$ cat config.mk
export PLATFORM = sky130hd
export DESIGN_NAME = me_msad_engine_flat
export DESIGN_NICKNAME = d
export VERILOG_FILES = /design/src/rtl/me_msad_if.sv /design/src/rtl/me_msad_engine.sv /design/src/flat_wrapper.sv
export SDC_FILE = /design/constraint.sdc
export NUM_CORES = 1
export LEC_CHECK = 0
export CAP_MARGIN = 20
export CORE_MARGIN = 2
export CORE_UTILIZATION = 59
export CTS_BUF_LIST = sky130_fd_sc_hd__clkbuf_8 sky130_fd_sc_hd__clkbuf_16
export DETAILED_ROUTE_END_ITERATION = 6
export GPL_TIMING_DRIVEN = 0
export PLACE_DENSITY = 0.78
export SLEW_MARGIN = 10
export SYNTH_ARGS = -nofsm -noshare
export SYNTH_HDL_FRONTEND = slang
export SYNTH_SLANG_ARGS = --single-unit
$ cat constraint.sdc
create_clock -name clk -period 60.9 [get_ports clk]
set_input_delay 12.18 -clock clk [delete_from_list [all_inputs] [get_ports clk]]
set_output_delay 12.18 -clock clk [all_outputs]
set_load 0.01 [all_outputs]
$ cat src/rtl/me_msad_if.sv
// PSAD beat stream and minimum-SAD result handshake between the engine and its neighbours.
// The engine uses the slave view; the PSAD producer / result consumer uses the master view.
interface me_msad_if #(
    parameter int CANDS          = 16,
    parameter int PSAD_BIT_WIDTH = 11,
    parameter int SAD_BIT_WIDTH  = 14,
    parameter int IDX_W          = 5
);
    logic                            psad_valid;
    logic                            psad_ready;
    logic [CANDS*PSAD_BIT_WIDTH-1:0] psad_in;
    logic                            msad_valid;
    logic                            msad_ready;
    logic [SAD_BIT_WIDTH-1:0]        msad;
    logic [IDX_W-1:0]                msad_col;
    logic [IDX_W-1:0]                msad_row;
    logic                            early_term;

    modport slave (
        input  psad_valid, psad_in, msad_ready,
        output psad_ready, msad_valid, msad, msad_col, msad_row, early_term
    );

    modport master (
        output psad_valid, psad_in, msad_ready,
        input  psad_ready, msad_valid, msad, msad_col, msad_row, early_term
    );
endinterface

$ cat src/rtl/me_msad_engine.sv
// SAD accumulation and minimum search for block motion estimation: sums EDGE_LEN PSAD
// beats per candidate batch, reduces each batch, and tracks the global minimum and position.
module me_msad_engine #(
    parameter int CANDS          = 16,
    parameter int EDGE_LEN       = 8,
    parameter int PSAD_BIT_WIDTH = 11,
    parameter int SAD_BIT_WIDTH  = 14,
    parameter int COL_BATCHES    = 1,
    parameter int SEARCH_ROWS    = 16,
    parameter int IDX_W          = 5
) (
    input  logic                     clk,
    input  logic                     rst,
    input  logic                     start,
    input  logic                     early_en,
    input  logic [SAD_BIT_WIDTH-1:0] threshold,
    output logic                     busy,
    me_msad_if.slave                 bus
);
    localparam int CIDX_W = $clog2(CANDS);
    localparam int BCNT_W = $clog2(EDGE_LEN) + 1;
    localparam int SUM_W  = SAD_BIT_WIDTH + 1;

    typedef enum logic [1:0] {S_IDLE, S_ACCUM, S_REDUCE, S_DONE} state_t;

    state_t                   r_state, w_next;
    logic [SAD_BIT_WIDTH-1:0] r_acc [CANDS];
    logic [BCNT_W-1:0]        r_beat_cnt;
    logic [IDX_W-1:0]         r_batch_col, r_batch_row;
    logic                     r_first, r_early_en;
    logic [SAD_BIT_WIDTH-1:0] r_thr;
    logic [SAD_BIT_WIDTH-1:0] r_msad;
    logic [IDX_W-1:0]         r_msad_col, r_msad_row;
    logic                     r_early_term;

    logic                     w_start_acc, w_beat, w_last_beat, w_last_batch;
    logic [SAD_BIT_WIDTH-1:0] w_bmin, w_upd_min;
    logic [CIDX_W-1:0]        w_bidx;
    logic [IDX_W-1:0]         w_col;
    logic                     w_take, w_term_early;

    // Zero-extended add that clamps at all-ones instead of wrapping.
    function automatic logic [SAD_BIT_WIDTH-1:0] sat_add(
        input logic [SAD_BIT_WIDTH-1:0]  a,
        input logic [PSAD_BIT_WIDTH-1:0] b
    );
        logic [SUM_W-1:0] s;
        s = {1'b0, a} + SUM_W'(b);
        return s[SAD_BIT_WIDTH] ? '1 : s[SAD_BIT_WIDTH-1:0];
    endfunction

    assign w_start_acc  = (r_state == S_IDLE) && start;
    assign w_beat       = (r_state == S_ACCUM) && bus.psad_valid;
    assign w_last_beat  = w_beat && (r_beat_cnt == BCNT_W'(EDGE_LEN - 1));
    assign w_last_batch = (r_batch_row == IDX_W'(SEARCH_ROWS - 1)) &&
                          (r_batch_col == IDX_W'(COL_BATCHES - 1));

    // Strict less-than keeps the lowest candidate index on ties.
    always_comb begin
        w_bmin = r_acc[0];
        w_bidx = '0;
        for (int c = 1; c < CANDS; c++) begin
            if (r_acc[c] < w_bmin) begin
                w_bmin = r_acc[c];
                w_bidx = CIDX_W'(c);
            end
        end
    end

    // Earlier batches keep the running minimum on ties.
    assign w_take    = r_first || (w_bmin < r_msad);
    assign w_upd_min = w_take ? w_bmin : r_msad;
    assign w_col     = IDX_W'(int'(r_batch_col) * CANDS) + IDX_W'(w_bidx);

    always_ff @(posedge clk) begin
        if (rst) r_state <= S_IDLE;
        else     r_state <= w_next;
    end

    always_comb begin
        w_next       = r_state;
        w_term_early = 1'b0;
        case (r_state)
            S_IDLE:   if (start) w_next = S_ACCUM;
            S_ACCUM:  if (w_last_beat) w_next = S_REDUCE;
            S_REDUCE: begin
                if (w_last_batch) begin
                    w_next = S_DONE;
                end else if (r_early_en && (w_upd_min <= r_thr)) begin
                    w_next       = S_DONE;
                    w_term_early = 1'b1;
                end else begin
                    w_next = S_ACCUM;
                end
            end
            S_DONE:   if (bus.msad_ready) w_next = S_IDLE;
            default:  w_next = S_IDLE;
        endcase
    end

    always_ff @(posedge clk) begin
        if (rst) begin
            for (int c = 0; c < CANDS; c++) r_acc[c] <= '0;
            r_beat_cnt   <= '0;
            r_batch_col  <= '0;
            r_batch_row  <= '0;
            r_first      <= 1'b0;
            r_early_en   <= 1'b0;
            r_thr        <= '0;
            r_msad       <= '0;
            r_msad_col   <= '0;
            r_msad_row   <= '0;
            r_early_term <= 1'b0;
        end else if (w_start_acc) begin
            for (int c = 0; c < CANDS; c++) r_acc[c] <= '0;
            r_beat_cnt  <= '0;
            r_batch_col <= '0;
            r_batch_row <= '0;
            r_first     <= 1'b1;
            r_early_en  <= early_en;
            r_thr       <= threshold;
        end else if (w_beat) begin
            for (int c = 0; c < CANDS; c++)
                r_acc[c] <= sat_add(r_acc[c], bus.psad_in[c*PSAD_BIT_WIDTH +: PSAD_BIT_WIDTH]);
            r_beat_cnt <= r_beat_cnt + 1'b1;
        end else if (r_state == S_REDUCE) begin
            if (w_take) begin
                r_msad     <= w_bmin;
                r_msad_col <= w_col;
                r_msad_row <= r_batch_row;
            end
            r_first      <= 1'b0;
            r_early_term <= w_term_early;
            for (int c = 0; c < CANDS; c++) r_acc[c] <= '0;
            r_beat_cnt <= '0;
            if (r_batch_col == IDX_W'(COL_BATCHES - 1)) begin
                r_batch_col <= '0;
                r_batch_row <= r_batch_row + 1'b1;
            end else begin
                r_batch_col <= r_batch_col + 1'b1;
            end
        end
    end

    assign bus.psad_ready = (r_state == S_ACCUM);
    assign bus.msad_valid = (r_state == S_DONE);
    assign bus.msad       = r_msad;
    assign bus.msad_col   = r_msad_col;
    assign bus.msad_row   = r_msad_row;
    assign bus.early_term = r_early_term;
    assign busy           = (r_state != S_IDLE);
endmodule

$ cat src/flat_wrapper.sv
// flat-port wrapper written by rule: the top's interface ports become plain ports
module me_msad_engine_flat 
#(
    parameter int CANDS          = 16,
    parameter int EDGE_LEN       = 8,
    parameter int PSAD_BIT_WIDTH = 11,
    parameter int SAD_BIT_WIDTH  = 14,
    parameter int COL_BATCHES    = 1,
    parameter int SEARCH_ROWS    = 16,
    parameter int IDX_W          = 5
)
  (clk, rst, start, early_en, threshold, busy, bus_psad_valid, bus_psad_in, bus_msad_ready, bus_psad_ready, bus_msad_valid, bus_msad, bus_msad_col, bus_msad_row, bus_early_term);
  me_msad_if #(.CANDS(CANDS), .PSAD_BIT_WIDTH(PSAD_BIT_WIDTH), .SAD_BIT_WIDTH(SAD_BIT_WIDTH), .IDX_W(IDX_W)) bus_i ();
  input  logic clk;
  input  logic rst;
  input  logic start;
  input  logic early_en;
  input  logic [SAD_BIT_WIDTH-1:0] threshold;
  output logic busy;
  input wire logic [$bits(bus_i.psad_valid)-1:0] bus_psad_valid;
  input wire logic [$bits(bus_i.psad_in)-1:0] bus_psad_in;
  input wire logic [$bits(bus_i.msad_ready)-1:0] bus_msad_ready;
  output wire logic [$bits(bus_i.psad_ready)-1:0] bus_psad_ready;
  output wire logic [$bits(bus_i.msad_valid)-1:0] bus_msad_valid;
  output wire logic [$bits(bus_i.msad)-1:0] bus_msad;
  output wire logic [$bits(bus_i.msad_col)-1:0] bus_msad_col;
  output wire logic [$bits(bus_i.msad_row)-1:0] bus_msad_row;
  output wire logic [$bits(bus_i.early_term)-1:0] bus_early_term;
  assign bus_i.psad_valid = bus_psad_valid;
  assign bus_i.psad_in = bus_psad_in;
  assign bus_i.msad_ready = bus_msad_ready;
  assign bus_psad_ready = bus_i.psad_ready;
  assign bus_msad_valid = bus_i.msad_valid;
  assign bus_msad = bus_i.msad;
  assign bus_msad_col = bus_i.msad_col;
  assign bus_msad_row = bus_i.msad_row;
  assign bus_early_term = bus_i.early_term;
  me_msad_engine #(.CANDS(CANDS), .EDGE_LEN(EDGE_LEN), .PSAD_BIT_WIDTH(PSAD_BIT_WIDTH), .SAD_BIT_WIDTH(SAD_BIT_WIDTH), .COL_BATCHES(COL_BATCHES), .SEARCH_ROWS(SEARCH_ROWS), .IDX_W(IDX_W)) u_core (.clk(clk), .rst(rst), .start(start), .early_en(early_en), .threshold(threshold), .busy(busy), .bus(bus_i));
endmodule
* Word-level counts from Yosys, hierarchy flattened
Memory sizes are Yosys's and may differ from the RTL's.
Index checks and enable logic that the tools add are counted.
** Word-level totals
- Flip-flop bits (word level) :: 57
- Memory bits (writable) :: 224
- Input bits :: 196
- Output and inout bits :: 28
- Logic and storage cells :: 249
- Memories kept :: 1
** Cells by class
- Add/sub/neg operators :: 20
- Order comparisons :: 17
- Equal/unequal tests :: 9
- Mux-type cells :: 123
- Bitwise gates (word level) :: 50
- Reduce and logical (&&, ||, !) cells :: 18
** Memory list
- u_core.r_acc :: words 16, width 14, rd ports 16, clocked after memory_dff 0, wr ports 16, line me_msad_engine.sv:27 : logic [SAD_BIT_WIDTH-1:0] r_acc [CANDS];
** Operator list (count)
- 2-to-1 mux 14 bit :: 80
- adder 14 x 11 -> 15 bit :: 16
- less-than comparator 14 bit :: 16
- OR 1 bit :: 48
- 2-to-1 mux 4 bit :: 10
- 2-to-1 mux 1 bit :: 20
- <= comparator 14 bit :: 1
- 2-to-1 mux 2 bit :: 7
- 2-to-1 mux 3 bit :: 4
- adder 5 x 1 -> 5 bit (second input constant) :: 2
- AND reduction 3 bit :: 3
- one-hot mux 2 bit (4 select lines) :: 1
- nonzero test 2 bit :: 3
- adder 5 x 4 -> 5 bit :: 1
- equality test 5 x 4 -> 1 bit (second input constant) :: 1
- logical AND 1 bit :: 5
- logical NOT 5 bit :: 1
- 2-to-1 mux 5 bit :: 1
- adder 4 x 1 -> 4 bit (second input constant) :: 1
- equality test 2 bit (second input constant) :: 2
- equality test 4 x 3 -> 1 bit (second input constant) :: 1
- inequality test 2 x 1 -> 1 bit (second input constant) :: 2
- inequality test 2 bit (second input constant) :: 2
- AND reduction 2 bit :: 2
- 6 further kinds :: 7

* Depth between registers and ports, before layout
An unclocked memory read counts as a cell.
- Depth in word-level cells :: 39
- Depth in mapped cells :: 223
- Depth with buffers taken out :: 201

* Least setup slack after synthesis
OpenSTA, ideal clock, no wires.
- Path type :: reg2reg
- From :: memory u_core.r_acc[1][13], in the netlist u_core.r_acc[0][27]
- To :: register u_core.r_state[1]
- Setup time :: 0.091 ns
- Arrival :: 36.491 ns
- Data required time :: 60.809 ns
- Slack :: 24.318 ns
- Stages on the path, launching flop included :: 214
- Path buffers :: 25
- Period minus slack after synthesis :: 36.582 ns
- Cell sequence :: edfxtp_1 -> ha_1 -> a21oi_1 -> o221ai_1 -> a21oi_1 -> o21a_4 -> buf_2 -> buf_1 -> a21oi_1 -> ha_1 -> o21ai_0 -> a211oi_1 -> o21ai_0 -> o21ai_0 -> o211a_2 -> nor3_2 -> o21ai_4 -> clkbuf_1 -> [178 not listed] -> nand2b_1 -> a21oi_1 -> nor2b_1 -> o21ai_0 -> nand2b_1 -> a21oi_1 -> nor2b_1 -> o21ai_0 -> nand2b_1 -> a21oi_1 -> nor2b_1 -> o21ai_0 -> nand2b_1 -> a21oi_1 -> o21a_1 -> a21o_1 -> a21oi_1 -> a311oi_1
** RTL lines
- start, declared :: line me_msad_engine.sv:27
- end signal, assigned :: line me_msad_engine.sv:77 : else r_state <= w_next;
- end, declared :: line me_msad_engine.sv:26 : state_t r_state, w_next;

==> impl_metrics.csv <==
group,metric,value,unit
run_status,status,"completed",
detailed_routing,ant_nets,0,
global_route,grt_pass1_wl,135000,um
place,io_buffer_count,222,
timing,fmax,21.8,MHz
floorplanning,die_area,48100,um2
logic_synthesis,syn-instance-count,3386,
clock_network,cts_hold_buf,0,
layout,multi_input_area,18800,um2
run,maxCapViolations,0,
logic_synthesis,ys.flop_type,"dfxtp_1",
timing,slew_headroom,0.209,
logic_synthesis,synth_area,27300,um2
timing,final_hold_viol_count,0,
clock_network,clock_latency,560,ps
setup_path,slowest_delay,650,ps
setup_path,critPathCaptureType,"flop",
layout,area_growth,15.2,%
timing,period_needed,45970,ps
logic_synthesis,yosysWarnings,0,
setup_path,crit_arrival,46420,ps
logic_synthesis,synthDistinctLibCells,114,
floorplanning,fp.dieW,219,um
place,place_congestion,1.01,
detailed_routing,num_vias,26800,
timing,fin_skew,10.7,ps
clock_network,numCtsBuffers,35,
timing,period_share,0.755,
detailed_routing,drcViolationCount,0,
clock_network,clk_path_buf_depth,3,
detailed_routing,viasPerCell,6.27,
layout,fin_area,31500,um2
global_route,grt_overflow,0,
setup_path,cp_common_cell,"a21oi_1",
logic_synthesis,synth.yosys.seq_area_share,0.242,
setup_path,crit_fanout,10,
global_route,grt_usage,0.354,
timing,finalSetupViolCount,0,
layout,nNetsFinal,4222,
clock_network,path_clk_slew,70,ps
logic_synthesis,syn-num-nets,3962,
detailed_routing,first_pass_iters,6,
global_route,first_global_vias,26000,
worst_hold_path,holdCritPathClass,"flop to flop",
detailed_routing,wl_per_cell,20.3,um
layout,fillCellCount,3749,
clock_network,htree_levels,2,
clock_network,clock-root-buffer,"clkbuf_16",
timing,setup_tns,0,ps
setup_path,critical_path.slowest_cell,"clkbuf_1",
timing,worstMarginPinSlew,1190,ps
clock_network,cts_tree,"built",
timing,rsz0062_at_grt,"no",
global_route,antenna_found_initial,2,
timing,drv_slew,0,
logic_synthesis,ys_ff_latch,281,
setup_path,cp.required,61350,ps
floorplanning,die-height,219,um
layout,layout-drive-gt1-share,0.0512,
floorplanning,pin_count,224,
floorplanning,rows,78,
floorplanning,core,45600,um2
logic_synthesis,synth_edf_count,98,
clock_network,cts.repair.resized,0,
clock_network,cts.sinks,281,
timing,whs,471,ps
global_route,grt_max_degree,60,
setup_path,criticalPathCategory,"flop to flop",
place,dpl_cell_area,30300,um2
setup_path,critPathLaunchType,"flop",
detailed_routing,drtIter0Drc,2565,
floorplanning,initial_core_util,0.600,
logic_synthesis,syn_avg_cell_area,8.07,um2
clock_network,cts_setup_buffers,0,
logic_synthesis,synthArstFlopShare,0,
layout,seqCellArea,6610,um2
detailed_routing,wirelength,86800,um
place,hpwl,68900,um
==> area by class of cell <==
class                      instances  area share
multi-input combinational       2594       0.596
sequential                       281       0.210
timing repair buffer             223      0.0714
inverter                         379      0.0452
clock buffer                      36      0.0282
tap                              600      0.0238
buffer                           132      0.0171
clock inverter                    28     0.00834
antenna                            2    0.000159
==> sequential cells by signal, summed over array words and instances (netlist names) <==
register / count
u_core.r_batch_col: 5
u_core.r_first: 1
u_core.bus.msad_row: 5
u_core.r_beat_cnt: 4
u_core.r_early_en: 1
u_core.r_acc: 224
u_core.bus.msad: 14
u_core.r_batch_row: 5
u_core.r_thr: 14
u_core.bus.early_term: 1
u_core.bus.msad_col: 5
u_core.r_state: 2
==> critical path, delay by kind of cell (launching register included) <==
kind	cells	cell delay, ps
AOI/OAI and AO/OA	93	19090
DFF	1	430
muxes	7	2440
buffers and inverters	37	9340
and+or+nand+nor	57	9390
adders and majority gates	17	5010
==> path summary, 6_finish.rpt <==
check        cells past startpoint  slack [ps]                   start                     end
max                            211       14930     u_core.r_acc[0][11]       u_core.r_state[1]
min                              2         470  u_core.bus.msad_row[0]  u_core.bus.msad_row[0]
max reg2reg                    211       14930     u_core.r_acc[0][11]       u_core.r_state[1]
min reg2reg                      2         470  u_core.bus.msad_row[0]  u_core.bus.msad_row[0]
==> layer usage <==
metal / wire length (um) / share of wire / up-vias / GRT usage
met4: 3300 / 0.038 / 0 / 0.142
met5: 0 / 0 / - / 0
met3: 6190 / 0.071 / 203 / 0.0437
met1: 35900 / 0.41 / 12800 / 0.446
li1: - / - / 12800 / -
met2: 41400 / 0.48 / 1070 / 0.612
==> through the flow <==
step	util	cells	setup WS, ps
after floorplan	-	3386	24320
after global placement	0.665	4208	17280
after detailed placement	0.666	4209	16270
after CTS	0.691	4273	15920
after global routing	0.691	4275	11450
final	0.691	4275	14930
==> synthesized netlist by cell type (14+ instances only) <==
cell      number  share of area
a21oi_1      490          0.090
inv_1        378          0.052
ha_1         364           0.17
o21ai_0      236          0.043
nand2_1      204          0.028
nor2_1       203          0.028
dfxtp_1      183           0.13
xnor2_1      126          0.040
clkbuf_1     111          0.015
edfxtp_1      98           0.11
a21o_1        70          0.019
nand3_1       61          0.011
o21bai_1      61          0.017
mux2i_1       59          0.022
xor2_1        52          0.017
nor3_1        46         0.0084
a311oi_1      45          0.014
mux2_2        45          0.019
a211oi_1      39          0.011
and2_1        34         0.0078
nand2b_1      33         0.0076
nor2b_1       31         0.0071
and3_1        28         0.0064
a31oi_1       23         0.0053
nand4_1       23         0.0053
fa_1          16          0.012
o211ai_1      16         0.0044
o22ai_1       16         0.0037
a221oi_1      14         0.0045
==> cells in the final DEF, fill, tap and decap left out, types with 16 or more instances in the layout <==
cell               n
inv_1            383
and2_1            34
a21oi_1          490
o21ai_0          236
a31oi_1           23
and3_1            28
o21bai_1          61
nor3_1            46
nand3_1           61
xor2_1            52
nand2_1          203
ha_1             364
clkdlybuf4s50_1  222
o211ai_1          16
clkbuf_1         111
a311oi_1          45
mux2i_1           59
nand2b_1          33
mux2_2            45
edfxtp_1          98
nor2b_1           31
fa_1              16
nor2_1           203
dfxtp_1          183
a211oi_1          39
o22ai_1           16
xnor2_1          126
a21o_1            70
clkbuf_16         35
nand4_1           23
==> logic make-up after synthesis <==
family,Yosys count,synth area share
simple gates,743,0.132
flops,281,0.242
compound gates,1175,0.272
fa+ha+maj,383,0.180
buf+inv,511,0.0717
xor+xnor,178,0.0570
mux,115,0.0456
Power is left out: the tool's default activity adds up to more than one toggle a clock period on the data nets, which glitch-free logic cannot reach.
